==> src/rtl/tiny_pkg.sv <==
// Shared definitions for the tiny processor: opcode map, sequencer state
// encoding and the datapath-opcode classifier.
package tiny_pkg;

    localparam logic [3:0] OP_BRC  = 4'h8;
    localparam logic [3:0] OP_RET  = 4'hB;
    localparam logic [3:0] OP_CALL = 4'hC;
    localparam logic [3:0] OP_JMP  = 4'hD;
    localparam logic [3:0] OP_SYS  = 4'hF;
    localparam logic [7:0] INSN_HLT = 8'hFF;

    typedef logic [2:0] state_t;

    localparam state_t ST_IDLE   = 3'd0;
    localparam state_t ST_FETCH  = 3'd1;
    localparam state_t ST_DECODE = 3'd2;
    localparam state_t ST_ISSUE  = 3'd3;
    localparam state_t ST_WAIT   = 3'd4;
    localparam state_t ST_HALT   = 3'd5;
    localparam state_t ST_ERR    = 3'd6;

    // Opcodes executed by the datapath rather than resolved by the sequencer.
    function automatic logic is_dp_op(input logic [3:0] op);
        case (op)
            4'h0, 4'h1, 4'h2, 4'h3, 4'h4, 4'h5, 4'h6, 4'h7,
            4'h9, 4'hA, 4'hE: is_dp_op = 1'b1;
            default:          is_dp_op = 1'b0;
        endcase
    endfunction

endpackage

==> src/rtl/tiny_ret_stack.sv <==
// Return-address LIFO for CALL/RET. Push and pop are ignored when they would
// overflow or underflow; the sequencer turns those cases into an error.
module tiny_ret_stack
    import tiny_pkg::*;
#(
    parameter int STACK_DEPTH = 4
) (
    input  logic       clk,
    input  logic       rstn,
    input  logic       clear,
    input  logic       push,
    input  logic       pop,
    input  logic [7:0] push_data,
    output logic [7:0] top,
    output logic       full,
    output logic       empty
);

    // Storage is sized for the largest supported depth so the 3-bit index is exact.
    logic [7:0] mem_q [8];
    logic [3:0] cnt_q, cnt_d;

    assign full  = (cnt_q == 4'(STACK_DEPTH));
    assign empty = (cnt_q == 4'd0);
    assign top   = mem_q[3'(cnt_q - 4'd1)];

    always_comb begin
        cnt_d = cnt_q;
        if (clear) begin
            cnt_d = 4'd0;
        end else if (push && !full) begin
            cnt_d = cnt_q + 4'd1;
        end else if (pop && !empty) begin
            cnt_d = cnt_q - 4'd1;
        end
    end

    always_ff @(posedge clk or negedge rstn) begin
        if (!rstn) begin
            cnt_q <= 4'd0;
        end else begin
            cnt_q <= cnt_d;
        end
    end

    // NOTE: the entries carry no reset; the depth counter alone defines which are valid.
    always_ff @(posedge clk) begin
        if (push && !full && !clear) begin
            mem_q[cnt_q[2:0]] <= push_data;
        end
    end

endmodule

==> src/rtl/tiny_seq_ctrl.sv <==
// Instruction sequencer: owns the PC, resolves control flow locally and
// issues datapath instructions over a valid/ready/done handshake.
module tiny_seq_ctrl
    import tiny_pkg::*;
#(
    parameter int         STACK_DEPTH = 4,
    parameter logic [7:0] RESET_PC    = 8'h00
) (
    input  logic       clk,
    input  logic       rstn,
    input  logic       start,
    output logic [7:0] imem_addr,
    input  logic [7:0] imem_data,
    output logic       op_valid,
    output logic [3:0] opcode,
    output logic [3:0] regaddr,
    input  logic       op_ready,
    input  logic       op_done,
    input  logic       carry_borrow,
    output logic [3:0] rd_addr,
    input  logic [7:0] rd_data,
    output logic [7:0] pc,
    output logic       busy,
    output logic       halted,
    output logic       err
);

    state_t     state_q, state_d;
    logic [7:0] pc_q, pc_d;
    logic [7:0] imem_addr_q, imem_addr_d;
    logic       op_valid_q, op_valid_d;
    logic [3:0] opcode_q, opcode_d;
    logic [3:0] regaddr_q, regaddr_d;
    logic       busy_q, busy_d;
    logic       halted_q, halted_d;
    logic       err_q, err_d;

    logic       stk_push, stk_pop, stk_clear;
    logic       stk_full, stk_empty;
    logic [7:0] stk_top;
    logic [7:0] insn;
    logic [7:0] pc_inc;

    // The synchronous memory presents the fetched word during DECODE; it is
    // decoded directly so control flow resolves in two cycles.
    assign insn   = imem_data;
    assign pc_inc = pc_q + 8'd1;

    tiny_ret_stack #(
        .STACK_DEPTH(STACK_DEPTH)
    ) u_stack (
        .clk      (clk),
        .rstn     (rstn),
        .clear    (stk_clear),
        .push     (stk_push),
        .pop      (stk_pop),
        .push_data(pc_inc),
        .top      (stk_top),
        .full     (stk_full),
        .empty    (stk_empty)
    );

    assign rd_addr = (state_q == ST_DECODE) ? insn[3:0] : 4'h0;

    always_comb begin
        // NOTE: every signal gets a default first so no path leaves one unassigned (no latches).
        state_d    = state_q;
        pc_d       = pc_q;
        op_valid_d = op_valid_q;
        opcode_d   = opcode_q;
        regaddr_d  = regaddr_q;
        err_d      = err_q;
        stk_push   = 1'b0;
        stk_pop    = 1'b0;
        stk_clear  = 1'b0;

        case (state_q)
            ST_IDLE, ST_HALT, ST_ERR: begin
                if (start) begin
                    state_d   = ST_FETCH;
                    pc_d      = RESET_PC;
                    err_d     = 1'b0;
                    stk_clear = 1'b1;
                end
            end
            ST_FETCH: state_d = ST_DECODE;
            ST_DECODE: begin
                state_d = ST_FETCH;
                if (is_dp_op(insn[7:4])) begin
                    state_d    = ST_ISSUE;
                    op_valid_d = 1'b1;
                    opcode_d   = insn[7:4];
                    regaddr_d  = insn[3:0];
                end else begin
                    case (insn[7:4])
                        OP_BRC:  pc_d = carry_borrow ? rd_data : pc_inc;
                        OP_RET: begin
                            if (stk_empty) begin
                                state_d = ST_ERR;
                                err_d   = 1'b1;
                            end else begin
                                stk_pop = 1'b1;
                                pc_d    = stk_top;
                            end
                        end
                        OP_CALL: begin
                            if (stk_full) begin
                                state_d = ST_ERR;
                                err_d   = 1'b1;
                            end else begin
                                stk_push = 1'b1;
                                pc_d     = rd_data;
                            end
                        end
                        OP_JMP:  pc_d = rd_data;
                        default: begin
                            // Only OP_SYS remains: HLT or NOP.
                            if (insn == INSN_HLT) begin
                                state_d = ST_HALT;
                            end else begin
                                pc_d = pc_inc;
                            end
                        end
                    endcase
                end
            end
            ST_ISSUE: begin
                if (op_ready) begin
                    op_valid_d = 1'b0;
                    if (op_done) begin
                        state_d = ST_FETCH;
                        pc_d    = pc_inc;
                    end else begin
                        state_d = ST_WAIT;
                    end
                end
            end
            ST_WAIT: begin
                if (op_done) begin
                    state_d = ST_FETCH;
                    pc_d    = pc_inc;
                end
            end
            default: state_d = ST_IDLE;
        endcase

        imem_addr_d = pc_d;
        busy_d      = !((state_d == ST_IDLE) || (state_d == ST_HALT) || (state_d == ST_ERR));
        halted_d    = (state_d == ST_HALT);
    end

    // NOTE: state uses non-blocking assignments so every flop samples pre-edge values.
    always_ff @(posedge clk or negedge rstn) begin
        if (!rstn) begin
            state_q     <= ST_IDLE;
            pc_q        <= RESET_PC;
            imem_addr_q <= RESET_PC;
            op_valid_q  <= 1'b0;
            opcode_q    <= 4'h0;
            regaddr_q   <= 4'h0;
            busy_q      <= 1'b0;
            halted_q    <= 1'b0;
            err_q       <= 1'b0;
        end else begin
            state_q     <= state_d;
            pc_q        <= pc_d;
            imem_addr_q <= imem_addr_d;
            op_valid_q  <= op_valid_d;
            opcode_q    <= opcode_d;
            regaddr_q   <= regaddr_d;
            busy_q      <= busy_d;
            halted_q    <= halted_d;
            err_q       <= err_d;
        end
    end

    assign imem_addr = imem_addr_q;
    assign op_valid  = op_valid_q;
    assign opcode    = opcode_q;
    assign regaddr   = regaddr_q;
    assign pc        = pc_q;
    assign busy      = busy_q;
    assign halted    = halted_q;
    assign err       = err_q;

endmodule

==> config.mk <==
export PLATFORM = sky130hd
export DESIGN_NAME = tiny_seq_ctrl
export DESIGN_NICKNAME = d
export VERILOG_FILES = /design/src/rtl/tiny_pkg.sv /design/src/rtl/tiny_ret_stack.sv /design/src/rtl/tiny_seq_ctrl.sv
export SDC_FILE = /design/constraint.sdc
export NUM_CORES = 1
export LEC_CHECK = 0
export ABC_AREA = 1
export BUFFER_PORTS_ARGS = -buffer_cell sky130_fd_sc_hd__buf_4
export CAP_MARGIN = 5
export CORE_ASPECT_RATIO = 1.75
export CORE_MARGIN = 2
export CORE_UTILIZATION = 53
export DETAILED_ROUTE_END_ITERATION = 10
export PLACE_DENSITY = 0.8
export SYNTH_ARGS = -nofsm -noshare
export SYNTH_HDL_FRONTEND = slang
export SYNTH_SLANG_ARGS = --single-unit
==> constraint.sdc <==
create_clock -name clk -period 2.78 [get_ports clk]
set_clock_uncertainty 0.15 [all_clocks]
set_input_delay 0.556 -clock clk [delete_from_list [all_inputs] [get_ports clk]]
set_output_delay 0.556 -clock clk [all_outputs]
set_load 0.005 [all_outputs]
# Word level (Yosys, flattened, before mapping)

Memory sizes are Yosys's and may differ from the RTL's.
Index checks and enable logic that the tools add are counted.

Add/sub/neg operators: 3
Multiplexer cells: 46
Reductions and logical operators: 22
Equal/unequal tests: 24

Operators with widths:

| kind                  | number |
|---|---|
| $mux W8               | 8 |
| $pmux W8 S4           | 2 |
| $mux W3               | 8 |
| $mux W1               | 19 |
| $eq A4 B4 Y1 const B  | 4 |
| $mux W4               | 4 |
| $eq A3 B3 Y1 const B  | 5 |
| $pmux W3 S5           | 1 |
| $pmux W3 S3           | 1 |
| $add A8 B1 Y8 const B | 1 |
| $eq A8 B8 Y1 const B  | 1 |
| $reduce_and A7 Y1     | 1 |
| $eq A3 B2 Y1 const B  | 2 |
| $logic_not A3 Y1      | 2 |
| $ne A2 B2 Y1 const B  | 3 |
| $ne A3 B2 Y1 const B  | 2 |
| $ne A3 B3 Y1 const B  | 2 |
| $ne A6 B2 Y1 const B  | 1 |
| $pmux W1 S2           | 3 |
| $reduce_and A6 Y1     | 1 |
| $add A4 B1 Y4 const B | 1 |
| $eq A4 B3 Y1 const B  | 1 |
| $logic_not A1 Y1      | 4 |
| $logic_not A4 Y1      | 1 |
| 13 further kinds      | 17 |

Logic and storage cells: 106
Memory bits (read-only): 16
Memory bits (writable): 64
Output and inout bits: 32
Memories: 2
Bits of input ports: 22
Flip-flop bits (word level): 27

Memory list:

| memory          | depth | width | rd ports | clocked after memory_dff | wr ports | RTL line             | source |
|---|---|---|---|---|---|---|---|
| u_stack.mem_q   | 8     | 8     | 1        | 0                        | 1        | tiny_ret_stack.sv:20 | `logic [7:0] mem_q [8];` |
| (no name shown) | 16    | 1     | 1        | 0                        | 0        | tiny_pkg.sv:24       | `case (op)` |

# Longest topological paths before layout

Word-level depth: 9
Depth in mapped cells: 16
Gate-level depth less buffers: 13

# By module

Synthesis repeated with hierarchy kept, for this count alone.

Cell total of the unflattened synthesis: 533
Area total of the unflattened synthesis: 4830.9 sq um

By module, submodules not included:

| module         | area an instance (sq um) | cells each | sequential area each (sq um) | times used |
|---|---|---|---|---|
| tiny_ret_stack | 2944.1                   | 243        | 2021.9                       | 1 |
| tiny_seq_ctrl  | 1886.8                   | 290        | 575.6                        | 1 |

# Least setup slack after synthesis

OpenSTA, ideal clock, no wires.

Path kind: register to register
From: register u_stack.cnt_q[0]
To: memory u_stack.mem_q[1][0] (enable)
Buffers on the path: 3
Cell stages (with the launch flop): 11
Required time: 2.247 ns
Path slack: 0.087 ns
Library setup time: 0.383 ns
Arrival: 2.159 ns
Clock period less this slack: 2.693 ns
Cells stage by stage: dfrtp_1 > buf_2 > inv_2 > buf_2 > buf_4 > ha_1 > nand3_1 > nand3_2 > inv_2 > nand2_1 > nor3_1

Cells in the longest elaborated chain, start to end: 9
Elaborated cells between the ends (all ways): 10
Those cells by class: eq/ne: 1; mux: 6; reduce/logical: 3

Ends and longest elaborated chain:

| element                          | RTL line             | source |
|---|---|---|
| start: declaration               | tiny_ret_stack.sv:21 | `logic [3:0] cnt_q, cnt_d;` |
| start signal: assignment         | tiny_ret_stack.sv:42 | `cnt_q <= cnt_d;` |
| $eq A4 B3 Y1                     | tiny_ret_stack.sv:23 | `assign full = (cnt_q == 4'(STACK_DEPTH));` |
| $mux W1                          | tiny_seq_ctrl.sv:107 | `if (stk_full) begin` |
| $mux W1                          | tiny_seq_ctrl.sv:95  | `case (insn[7:4])` |
| $mux W1                          | tiny_seq_ctrl.sv:89  | `if (is_dp_op(insn[7:4])) begin` |
| $mux W1                          | tiny_seq_ctrl.sv:77  | `case (state_q)` |
| $logic_and A1 B1 Y1 (2 in a row) | tiny_ret_stack.sv:48 | `if (push && !full && !clear) begin` |
| $mux W1                          | tiny_ret_stack.sv:48 |  |
| $mux W1 (implied by the code)    | tiny_ret_stack.sv:49 | `mem_q[cnt_q[2:0]] <= push_data;` |
| end: declaration                 | tiny_ret_stack.sv:20 |  |

Several ways; a longest one is shown, not always the timed one.

# Final worst setup path

From: register u_stack.cnt_q[1]
To: register imem_addr_q[4] (netlist: imem_addr[4])

Cells in the longest elaborated chain, start to end: 6
Elaborated cells between the ends (all ways): 11
Those cells by class: add/sub: 1; eq/ne: 3; mux: 4; reduce/logical: 2; memory: 1

Ends and longest elaborated chain:

| element                | RTL line             | source |
|---|---|---|
| $sub A4 B1 Y4          | tiny_ret_stack.sv:25 | `assign top = mem_q[3'(cnt_q - 4'd1)];` |
| $mem_v2 Z8 W8          | -                    |  |
| $mux W8                | tiny_seq_ctrl.sv:98  | `if (stk_empty) begin` |
| $pmux W8 S4            | tiny_seq_ctrl.sv:95  |  |
| $mux W8                | tiny_seq_ctrl.sv:89  |  |
| $pmux W8 S4            | tiny_seq_ctrl.sv:77  |  |
| end signal: assignment | tiny_seq_ctrl.sv:167 | `imem_addr_q <= imem_addr_d;` |
| end: declaration       | tiny_seq_ctrl.sv:30  | `logic [7:0] imem_addr_q, imem_addr_d;` |

Several ways; a longest one is shown, not always the timed one. The select of a mux whose other input is x is not followed.
A chain may end at the register's enable or synchronous reset.

==> results_dict.tcl <==
set metrics [dict create \
    clk_path_buf_depth 2 \
    die_w_um 77.8 \
    fmax_mhz 424 \
    synthXorXnorAreaFrac 0.0151 \
    die-area_sq_um 10400 \
    drt-initial-drc-count 388 \
    diodes 0 \
    synthSimpleGateAreaFrac 0.316 \
    synth-edff-count 64 \
    insertion_delay_ps 340 \
    wl_mm 13.4 \
    arrival_ps 2480 \
    start_util 0.540 \
    ys_seq_elements 91 \
    synthFlopType "edfxtp_1" \
    synth_top_area_share 0.381 \
    setup_viol 0 \
    overflow 0 \
    synth_compound_gate_area_share 0.0505 \
    firstDrtPassIters 5 \
    ir_drop_uv 559 \
    io_buffers 53 \
    netlist_area_sq_um 5050 \
    yosysMostFrequentCell "nand2_1" \
    grt_usage 0.273 \
    ios 54 \
    whs_ps 249 \
    rsz0062_at_grt "false" \
    die_h_um 133 \
    synth_warnings 0 \
    worst_pin_slew_ps 496 \
    p_leak_uw 0.00276 \
    relSlewSlack 0.669 \
    ys_seq_area_frac 0.514 \
    layout.nets 689 \
    antenna_found_initial 0 \
    path_clk_slew_ps 60 \
    ant_nets 0 \
    areaGrowthSynthToFinish_pct 15.9 \
    cts_resized 0 \
    core_area_sq_um 9350 \
    grt_pass1_wl_mm 21.4 \
    synth_mux_area_frac 0.00223 \
    slew_violations 0 \
    grt_pass1_vias 4364 \
    cts-hold-fix-buffers 1 \
    cts_buffers 9 \
    synth_area_per_cell_sq_um 8.35 \
    crit_path_end_kind "register" \
    synth_cell_types 38 \
    postSynthCellCount 605 \
    cts_sinks 91 \
    status "finished, final reports clean" \
    hold_path.class "input port to register" \
    wl_per_cell_um 17.0 \
    synth_fp_nets 634 \
    place.gp.congestion 1.04 \
    h-tree-depth 3 \
    dp_hpwl_mm 10.1 \
    period_needed_ps 2360 \
    via_per_inst 5.45 \
    drcViolationCount 0 \
    synthAdderAreaFrac 0.0173 \
    cts-root-buf "clkbuf_16" \
    synth_area_leader_cell "edfxtp_1" \
    drv_cap 0 \
    rows 47 \
    p_per_area_nw_per_um2 1050 \
    synth_top_family_by_area "simple AND/OR/NAND/NOR gates" \
    fin_tns_setup_ps 0 \
    cp_max_fo 14 \
    netlist_top_cells_count "nand2_1 (198), edfxtp_1 (64), inv_1 (61)" \
    fin_crit_sh 0.849 \
    via_count 4286 \
    cts_tree "done" \
    hold_viol 0 \
    yosys-top-cells-area "edfxtp_1 (38%), nand2_1 (15%), dfrtp_1 (13%)" \
    start_kind "register" \
    async_flop_share 0.297 \
    crit_type "register to register" \
    cp.required_ps 2900 \
    postCtsSetupBuffers 0 \
    drive_gt1_frac 0.195 \
    grt_max_degree 38 \
]
metrics by stage:
step           setup slack, ps  cells   util  cell area (sq um)  power (uW)
4_1_cts                    450    787  0.626               5850        6110
3_3_place_gp               192    770  0.595               5560        4890
2_1_floorplan             87.4    605      -               5050        4000
3_5_place_dp               126    770  0.595               5560        4980
5_1_grt                    212    787  0.626               5850        6550
6_report                   420    787  0.626               5850        6150
worst max-delay path: stages, from the launching register on:
cell	delay (ps)
dfrtp_1	440
inv_1	160
ha_1	420
inv_1	390
nand3_1	170
nand3_1	100
nand3_1	150
nand3_1	110
nand2_1	70
a21oi_2	130
metal layers:
layer  global-route usage  wire length [um]
met1                0.271              4520
met2                0.519              7520
met3               0.0454               565
met4                0.159               754
met5                    0                 0
registers in the layout (all words and copies together) (netlist names):
| register | cells |
|---|---|
| err | 1 |
| busy | 1 |
| imem_addr | 8 |
| u_stack.cnt_q | 4 |
| state_q | 3 |
| u_stack.mem_q | 64 |
| op_valid | 1 |
| opcode | 4 |
| regaddr | 4 |
| halted | 1 |
kinds of logic (layout without fill, tap and decap cells):
logic type               after synthesis  count (layout)
flip-flops                            91              91
XOR/XNOR                               7               7
multiplexers                           1               1
buffers and inverters                 98             158
AND/OR/NAND/NOR                      357             357
adder cells (fa/ha/maj)                7               7
AO/OA/AOI/OAI                         44              44
area by class of cell:
class / instances / area (sq um)
tap: 122 / 153
clock inverter: 4 / 23.8
timing repair buffer: 69 / 520
clock buffer: 12 / 256
inverter: 73 / 274
multi-input combinational: 416 / 2030
sequential: 91 / 2600
fill: 800 / 3500
power by group:
group	internal (uW)	total, uW	switching (uW)
Clock	653	1140	485
Sequential	1770	1990	221
Combinational	1040	3020	1980
Total	3460	6150	2680
final timing paths:
check,from,to,cells past startpoint,slack (ps)
worst max-delay path,u_stack.cnt_q[1],imem_addr[4],9,420
worst min-delay path,op_ready,op_valid,2,250
worst max register to register,u_stack.cnt_q[1],imem_addr[4],9,420
worst min register to register,regaddr[3],regaddr[3],2,340
max in group asynchronous,rstn,opcode[3],2,1670
min in group asynchronous,rstn,imem_addr[6],2,520
placed cells by master (no fill, tap or decap), drive strengths merged, types with 5 or more instances in the layout:
cell type / n
a21oi: 23
buf: 68
clkbuf: 12
dfrtp: 27
edfxtp: 64
ha: 7
inv: 74
nand2: 211
nand3: 65
nand4: 8
nor2: 58
nor3: 10
o21ai: 18
xor2: 5
Note: power is estimated with default switching activity, not from simulation.
